**config.mk**
```make
export PLATFORM = sky130hd
export DESIGN_NAME = register_write_arbiter
export DESIGN_NICKNAME = d
export VERILOG_FILES = /design/src/rtl/register_write_arbiter.sv
export SDC_FILE = /design/constraint.sdc
export NUM_CORES = 1
export LEC_CHECK = 0
export CAP_MARGIN = 20
export CELL_PAD_IN_SITES_DETAIL_PLACEMENT = 0
export CELL_PAD_IN_SITES_GLOBAL_PLACEMENT = 1
export CORE_MARGIN = 4
export CORE_UTILIZATION = 35
export CTS_CLUSTER_SIZE = 14
export DETAILED_ROUTE_END_ITERATION = 6
export PLACE_DENSITY = 0.86
export SLEW_MARGIN = 20
export SYNTH_ARGS = -nofsm -noshare
export SYNTH_HDL_FRONTEND = slang
export SYNTH_SLANG_ARGS = --single-unit
export TNS_END_PERCENT = 30
```
**constraint.sdc**
```tcl
create_clock -name clk -period 3.6 [get_ports clk]
set_input_delay 0.36 -clock clk [delete_from_list [all_inputs] [get_ports clk]]
set_output_delay 0.36 -clock clk [all_outputs]
set_load 0.05 [all_outputs]
```
**src/rtl/register_write_arbiter.sv**
```systemverilog
`default_nettype none
// +----------------------------------------------------------------------+
// | Module   : register_write_arbiter                                    |
// | Purpose  : Shares the register file write port between a primary    |
// |            (A) and secondary (B) writeback requester, zero-fills    |
// |            x1..x31 after reset or flush, and bounds B starvation.    |
// | Revision : 1.0  initial release                                      |
// +----------------------------------------------------------------------+
module register_write_arbiter #(
  parameter int WIDTH        = 32,
  parameter int STARVE_LIMIT = 4
) (
  input  logic             clk,
  input  logic             reset,
  input  logic             Flush,
  input  logic             Req_A,
  input  logic [4:0]       Rd_A,
  input  logic [WIDTH-1:0] WD_A,
  input  logic             Req_B,
  input  logic [4:0]       Rd_B,
  input  logic [WIDTH-1:0] WD_B,
  output logic             Gnt_A,
  output logic             Gnt_B,
  output logic             Busy,
  output logic             WE,
  output logic [4:0]       Rd,
  output logic [WIDTH-1:0] WD
);

  typedef enum logic [0:0] {
    ST_CLEAR = 1'b0,
    ST_ARB   = 1'b1
  } state_t;

  localparam logic [3:0] STARVE_LIMIT_C = 4'(STARVE_LIMIT);
  localparam logic [4:0] LAST_IDX_C     = 5'd31;

  state_t           state_q, state_d;
  logic [4:0]       clr_idx_q, clr_idx_d;
  logic [3:0]       starve_q, starve_d;
  logic             we_q, we_d;
  logic [4:0]       rd_q, rd_d;
  logic [WIDTH-1:0] wd_q, wd_d;

  // State, clear index, starvation counter and the registered write port.
  always_ff @(posedge clk or posedge reset) begin
    if (reset) begin
      state_q   <= ST_CLEAR;
      clr_idx_q <= 5'd1;
      starve_q  <= 4'd0;
      we_q      <= 1'b0;
      rd_q      <= 5'd0;
      wd_q      <= '0;
    end else begin
      state_q   <= state_d;
      clr_idx_q <= clr_idx_d;
      starve_q  <= starve_d;
      we_q      <= we_d;
      rd_q      <= rd_d;
      wd_q      <= wd_d;
    end
  end

  // Next-state logic: clear sequencing, arbitration, grants and starvation.
  always_comb begin
    state_d   = state_q;
    clr_idx_d = clr_idx_q;
    starve_d  = starve_q;
    we_d      = 1'b0;
    rd_d      = rd_q;
    wd_d      = wd_q;
    Gnt_A     = 1'b0;
    Gnt_B     = 1'b0;
    Busy      = 1'b0;

    case (state_q)
      ST_CLEAR: begin
        // B cannot lose arbitration while clearing, so its counter stays 0.
        Busy     = 1'b1;
        we_d     = 1'b1;
        rd_d     = clr_idx_q;
        wd_d     = '0;
        starve_d = 4'd0;
        if (Flush) begin
          clr_idx_d = 5'd1;
        end else begin
          clr_idx_d = clr_idx_q + 5'd1;
          if (clr_idx_q == LAST_IDX_C) begin
            state_d = ST_ARB;
          end
        end
      end

      default: begin
        if (Flush) begin
          state_d   = ST_CLEAR;
          clr_idx_d = 5'd1;
          starve_d  = 4'd0;
        end else begin
          // B wins only when it has been starved up to the limit.
          if ((starve_q == STARVE_LIMIT_C) && Req_B) begin
            Gnt_B = 1'b1;
          end else if (Req_A) begin
            Gnt_A = 1'b1;
          end else if (Req_B) begin
            Gnt_B = 1'b1;
          end

          // A write to x0 is consumed but never issued.
          if (Gnt_A) begin
            we_d = (Rd_A != 5'd0);
            rd_d = Rd_A;
            wd_d = WD_A;
          end else if (Gnt_B) begin
            we_d = (Rd_B != 5'd0);
            rd_d = Rd_B;
            wd_d = WD_B;
          end

          if (Gnt_B || !Req_B) begin
            starve_d = 4'd0;
          end else if (starve_q < STARVE_LIMIT_C) begin
            starve_d = starve_q + 4'd1;
          end
        end
      end
    endcase
  end

  assign WE = we_q;
  assign Rd = rd_q;
  assign WD = wd_q;

endmodule
`default_nettype wire

```
==> results of run 1 <==
through the flow:
| stage | setup WS, ns | total power [mW] | area, sq um | instances | util [%] |
|---|---|---|---|---|---|
| detailed placement | 0.9844 | 0.7633 | 4145 | 491 | 50.70 |
| floorplan | 1.387 | 0.6520 | 2927 | 291 | - |
| finish | 0.9123 | 1.081 | 4237 | 499 | 51.82 |
| CTS | 0.8947 | 1.094 | 4235 | 499 | 51.81 |
| global placement | 0.9781 | 0.7628 | 4145 | 491 | 50.70 |
| global route | 0.7836 | 1.124 | 4237 | 499 | 51.82 |
worst max-delay path, stage by stage, from the launching register on:
cell             delay [ns]
dfrtp_1                0.41
inv_1                  0.07
ha_1                   0.18
nand4b_4               0.35
and3_1                 0.32
clkdlybuf4s50_1        0.70
layer usage:
metal / vias up / global-route usage (%)
met5: - / 0
met1: 1275 / 22.63
met4: 0 / 3.571
met2: 87 / 28.41
met3: 10 / 3.997
li1: 1263 / -
layout by cell type (no fill, tap or decap), types with 4 or more instances in the layout:
cell type        instances
inv_1                   41
buf_4                    7
ha_1                     4
nand2b_1                 6
mux2_2                   5
clkdlybuf4s50_1        117
nor2_1                  11
a31oi_1                  5
dfrtp_1                 46
nand2_1                  8
clkbuf_8                 6
o22ai_1                  5
o311ai_2                28
nand3_1                 32
o311ai_0                 4
a21o_1                   5
nand4_1                 33
kinds of logic after synthesis:
logic type                 synth area share, %
DFF                                      41.09
adders and majority gates                1.710
xor gates and xnor gates                 1.197
and+or+nand+nor                          19.20
buffers and inverters                    11.46
muxes                                    2.608
AOI/OAI and AO/OA                        22.74
report_power, final:
part / leakage [nW] / switching, mW / internal [mW]
Sequential: 0.654 / 0.00726 / 0.548
Combinational: 1.03 / 0.0920 / 0.104
Clock: 0.0455 / 0.173 / 0.157
Total: 1.73 / 0.272 / 0.809
registers in the layout, indices dropped and copies added, names as in the netlist:
name	cells
state_q	1
WE	1
starve_q	4
Rd	5
WD	32
clr_idx_q	5
final timing paths:
check	cells past startpoint	from	slack (ns)	end
max in group asynchronous	2	reset	2.53	state_q
worst min-delay path	2	reset	0.53	WD[1]
worst max-delay path	5	starve_q[0]	0.91	Gnt_A
worst max register to register	5	starve_q[0]	1.58	WD[29]
worst min register to register	2	WD[7]	0.55	WD[7]
min in group clk	2	WD[7]	0.55	WD[7]
final cells by class:
class	instances	area, sq um	share of cell area, %
clock buffers	8	90.09	2.126
well taps	105	131.4	3.101
flip-flops and latches	48	1204	28.41
multi-input cells	170	1404	33.14
repair buffers	126	1249	29.47
inverters	42	158.9	3.751
==> metrics.cfg, run 1 <==
[status]
status=finished clean

[logic_synthesis]
synth-seq-cells=48
yosys_warnings=0
synth_fp_nets=374
synth_area_leaders=dfrtp_1 (40%), o311ai_2 (16%), nand4_1 (7.1%)
synthCells=291
synthTopCellsByCount=dfrtp_1 (47), inv_1 (42), nand4_1 (33)
async_flop_share_pct=100.0
synth_flop_cell=dfrtp_1
synthesis.area_sq_mm=0.002927
synth-seq-area-share_pct=41.09
yosysMostFrequentCell=dfrtp_1
avgSynthCellArea_sq_um=10.06
yosys.area.top_type=dfrtp_1
synth_cell_type_count=37
synth_top_area_share_pct=40.19
synth-edff-count=0

[clock_network]
cts_buffers=5
cts_max_level=2
cts_hold_buf=0
path_clk_slew_ns=0.08
cts_sinks=48
cts_tree=built
clock_path_buffers=2
cts_root_buf=clkbuf_8
cts_setup_buffers=0
clock_latency_ns=0.29
post_cts_resized=0

[power]
pwr_density_cell_mw_per_mm2=255.2
leakage_nw=1.730
ir_drop_mv=0.1416

[global_routing]
track_usage_pct=17.03
grt_pass1_vias=2786
grt_pass1_wl_microns=13920
antenna_found_initial=0
grt_max_degree=51
grt-ovfl-total=0

[detailed_routing]
viasPerCell=5.281
ant_nets=0
routed_wl_microns=8492
highest_layer=met4
wl_met2_microns=4178
vias=2635
dr_wl_met3_microns=485
drt_iter0_drc=177
met1Wirelength_microns=3713
drc=0
first_pass_iters=4
wl_per_cell_microns=17.02

[die]
die_width_microns=99.44
core_sq_mm=0.008175
die_area_sq_mm=0.009888
boundaryPins=120
die_h_microns=99.44
num_rows=33
initial_core_util_pct=35.80

[sta]
fin_tns_setup_ns=0
slew_headroom_pct=43.29
hold_viol_final=0
skew_ns=0.004035
fin_crit_sh_pct=74.66
rsz0062_at_grt=no
holdWs_ns=0.5291
max_freq_ghz=0.3721
drv_slew=0
period_minus_slack_ns=2.688
setup_violations=0
tightestPinTransition_ns=0.8497

[placement]
gp_congestion=0.8038
dp_hpwl_microns=5987
place.port_buffers=119

[worst_hold_path]
hold_class=in -> async

[worst_setup_path]
crit_required_ns=3.24
cp_max_fo=25
critPathLaunchType=flop
crit_type=reg -> out
worst_setup_path_end_kind=output pin
crit_arrival_ns=2.33

[finish]
n_antenna_cell=0
nets=476
syn2layout_area_growth_pct=44.76
num-fill-cells=754
drive_gt1_share_pct=14.97

[job]
max-cap-violations=0

Note: power is estimated with default switching activity, not from simulation.
==> run 2, diff against run 1 <==
--- a/config.mk
+++ b/config.mk
@@ -9,10 +9,10 @@
 export CELL_PAD_IN_SITES_DETAIL_PLACEMENT = 0
 export CELL_PAD_IN_SITES_GLOBAL_PLACEMENT = 1
 export CORE_MARGIN = 4
-export CORE_UTILIZATION = 35
+export CORE_UTILIZATION = 29
 export CTS_CLUSTER_SIZE = 14
 export DETAILED_ROUTE_END_ITERATION = 6
-export PLACE_DENSITY = 0.86
+export PLACE_DENSITY = 0.76
 export SLEW_MARGIN = 20
 export SYNTH_ARGS = -nofsm -noshare
 export SYNTH_HDL_FRONTEND = slang
==> constraint.sdc (replaced) <==
create_clock -name clk -period 2.3 [get_ports clk]
set_input_delay 0.23 -clock clk [delete_from_list [all_inputs] [get_ports clk]]
set_output_delay 0.23 -clock clk [all_outputs]
set_load 0.05 [all_outputs]
==> run 2 against run 1 <==
Total power up 61%. Worst setup slack worse by 0.60 ns. Flip-flop and latch count unchanged. Non-clock buffer count up 7. Sequential power up 57%. Die area up 19%. Wire length up 8.2%. Clock power up 67%. Core utilization down 7.4 points. Global-route usage down 1.3 points. Count of clock-buffer cells in the layout down 1.
==> metrics.cfg, run 2 (synthesis results as in run 1) <==
[detailed_routing]
ant_nets=0  ; unchanged
first_pass_iters=4  ; unchanged
wl_per_cell_microns=17.21  ; +1.1%
viasPerCell=5.094  ; -3.5%
drc=0  ; unchanged
routed_wl_microns=9189  ; +8.2%
vias=2720  ; +3.2%
drt_iter0_drc=106  ; -40%

[global_routing]
grt_pass1_vias=2940  ; +5.5%
grt-ovfl-total=0  ; unchanged
grt_pass1_wl_microns=14790  ; +6.2%
track_usage_pct=15.71  ; -1.3 points
antenna_found_initial=0  ; unchanged
grt_max_degree=51  ; unchanged

[worst_hold_path]
hold_class=in -> async

[worst_setup_path]
critPathLaunchType=flop
cp_max_fo=12  ; -52%
crit_type=reg -> out
crit_required_ns=2.07  ; -1.17 ns
worst_setup_path_end_kind=output pin
crit_arrival_ns=1.76  ; -0.57 ns

[finish]
num-fill-cells=990  ; +31%
layout_commonest_cell=clkdlybuf4s50_1
syn2layout_area_growth_pct=48.95
layout.cells.non_filler=534  ; +7.0%
nets=483  ; +1.5%
utilization_pct=44.39  ; -7.4 points
n_antenna_cell=0  ; unchanged
largest_reg_flops=32  ; unchanged
drive_gt1_share_pct=17.21  ; +2.2 points
layout_common_cells=clkdlybuf4s50_1 (115), dfrtp_1 (46), inv_1 (41)
postLayoutCellArea_sq_mm=0.004359  ; +2.9%

[clock_network]
clock_path_buffers=2  ; unchanged
cts_sinks=48  ; unchanged
cts_root_buf=clkbuf_8
cts_hold_buf=0  ; unchanged
post_cts_resized=0  ; unchanged
path_clk_slew_ns=0.10  ; +0.02 ns
clock_latency_ns=0.30  ; about the same
cts_max_level=2  ; unchanged
cts_buffers=5  ; unchanged
cts_tree=built
cts_setup_buffers=0  ; unchanged

[die]
initial_core_util_pct=29.80  ; -6.0 points
core_sq_mm=0.009819  ; +20%
die_width_microns=108.5  ; +9.1%
die_area_sq_mm=0.01176  ; +19%
num_rows=36  ; +9.1%
boundaryPins=120  ; unchanged
die_h_microns=108.5  ; +9.1%

[sta]
rsz0062_at_grt=no
holdWs_ns=0.2913  ; -0.2378 ns
drv_slew=0  ; unchanged
fin_tns_setup_ns=0  ; unchanged
fin_crit_sh_pct=86.48
period_minus_slack_ns=1.989
max_freq_ghz=0.5027
setup_violations=0  ; unchanged
tightestPinTransition_ns=0.8566  ; +0.006842 ns
setup_ws_ns=0.3109  ; -0.6014 ns
skew_ns=0.01376  ; +0.009730 ns
hold_viol_final=0  ; unchanged
slew_headroom_pct=42.68  ; -0.61 points

[placement]
post-place-ws_ns=0.3215  ; -0.6628 ns
place_area_sq_mm=0.004265  ; +2.9%
placedCellCount=526  ; +7.1%
place.port_buffers=119  ; unchanged
dp_hpwl_microns=6575  ; +9.8%
gp_congestion=0.7589  ; -5.6%

[power]
ir_drop_mv=0.1936  ; +37%
power_mw=1.740  ; +61%
leakage_nw=1.778  ; +2.8%
pwr_density_cell_mw_per_mm2=399.0  ; +56%

[status]
status=finished clean

[job]
max-cap-violations=0  ; unchanged

## run 2: cell type report
class                           instances  area (sq um)  area share [%]
Timing Repair Buffer                  133          1334           30.60
Sequential cell                        48          1204           27.61
Clock inverter                          1         7.507          0.1722
Tap cell                              133         166.4           3.817
Clock buffer                            7         86.33           1.980
Inverter                               42         157.7           3.617
Multi-Input combinational cell        170          1404           32.20
## run 2: critical path: stages (launching register included)
cell and delay, ns:
dfrtp_1 0.42, inv_1 0.07, ha_1 0.20, nand4b_4 0.11, and2_4 0.24, nor2_1 0.25, buf_12 0.18
## run 2: worst paths after layout
kind | from | to | slack [ns] | cells past startpoint
min reg2reg | WD[0] | WD[0] | 0.53 | 2
min in group clk | Req_A | starve_q[3] | 0.46 | 4
min | reset | WD[6] | 0.29 | 2
max reg2reg | starve_q[0] | WD[5] | 0.53 | 6
max | starve_q[0] | Gnt_B | 0.31 | 6
max in group asynchronous | reset | clr_idx_q[0] | 1.40 | 3
## run 2: power by group
| group | switching [mW] | total (mW) | internal (mW) | leakage [nW] |
|---|---|---|---|---|
| Combinational | 0.150 | 0.320 | 0.171 | 1.08 |
| Clock | 0.304 | 0.550 | 0.245 | 0.0445 |
| Sequential | 0.0120 | 0.870 | 0.858 | 0.654 |
## run 2: metal layers
metal	global-route usage [%]	share of wire, %
met5	0	0
met4	4.148	1.1
met3	4.537	8.3
met2	26.04	48
met1	20.02	43
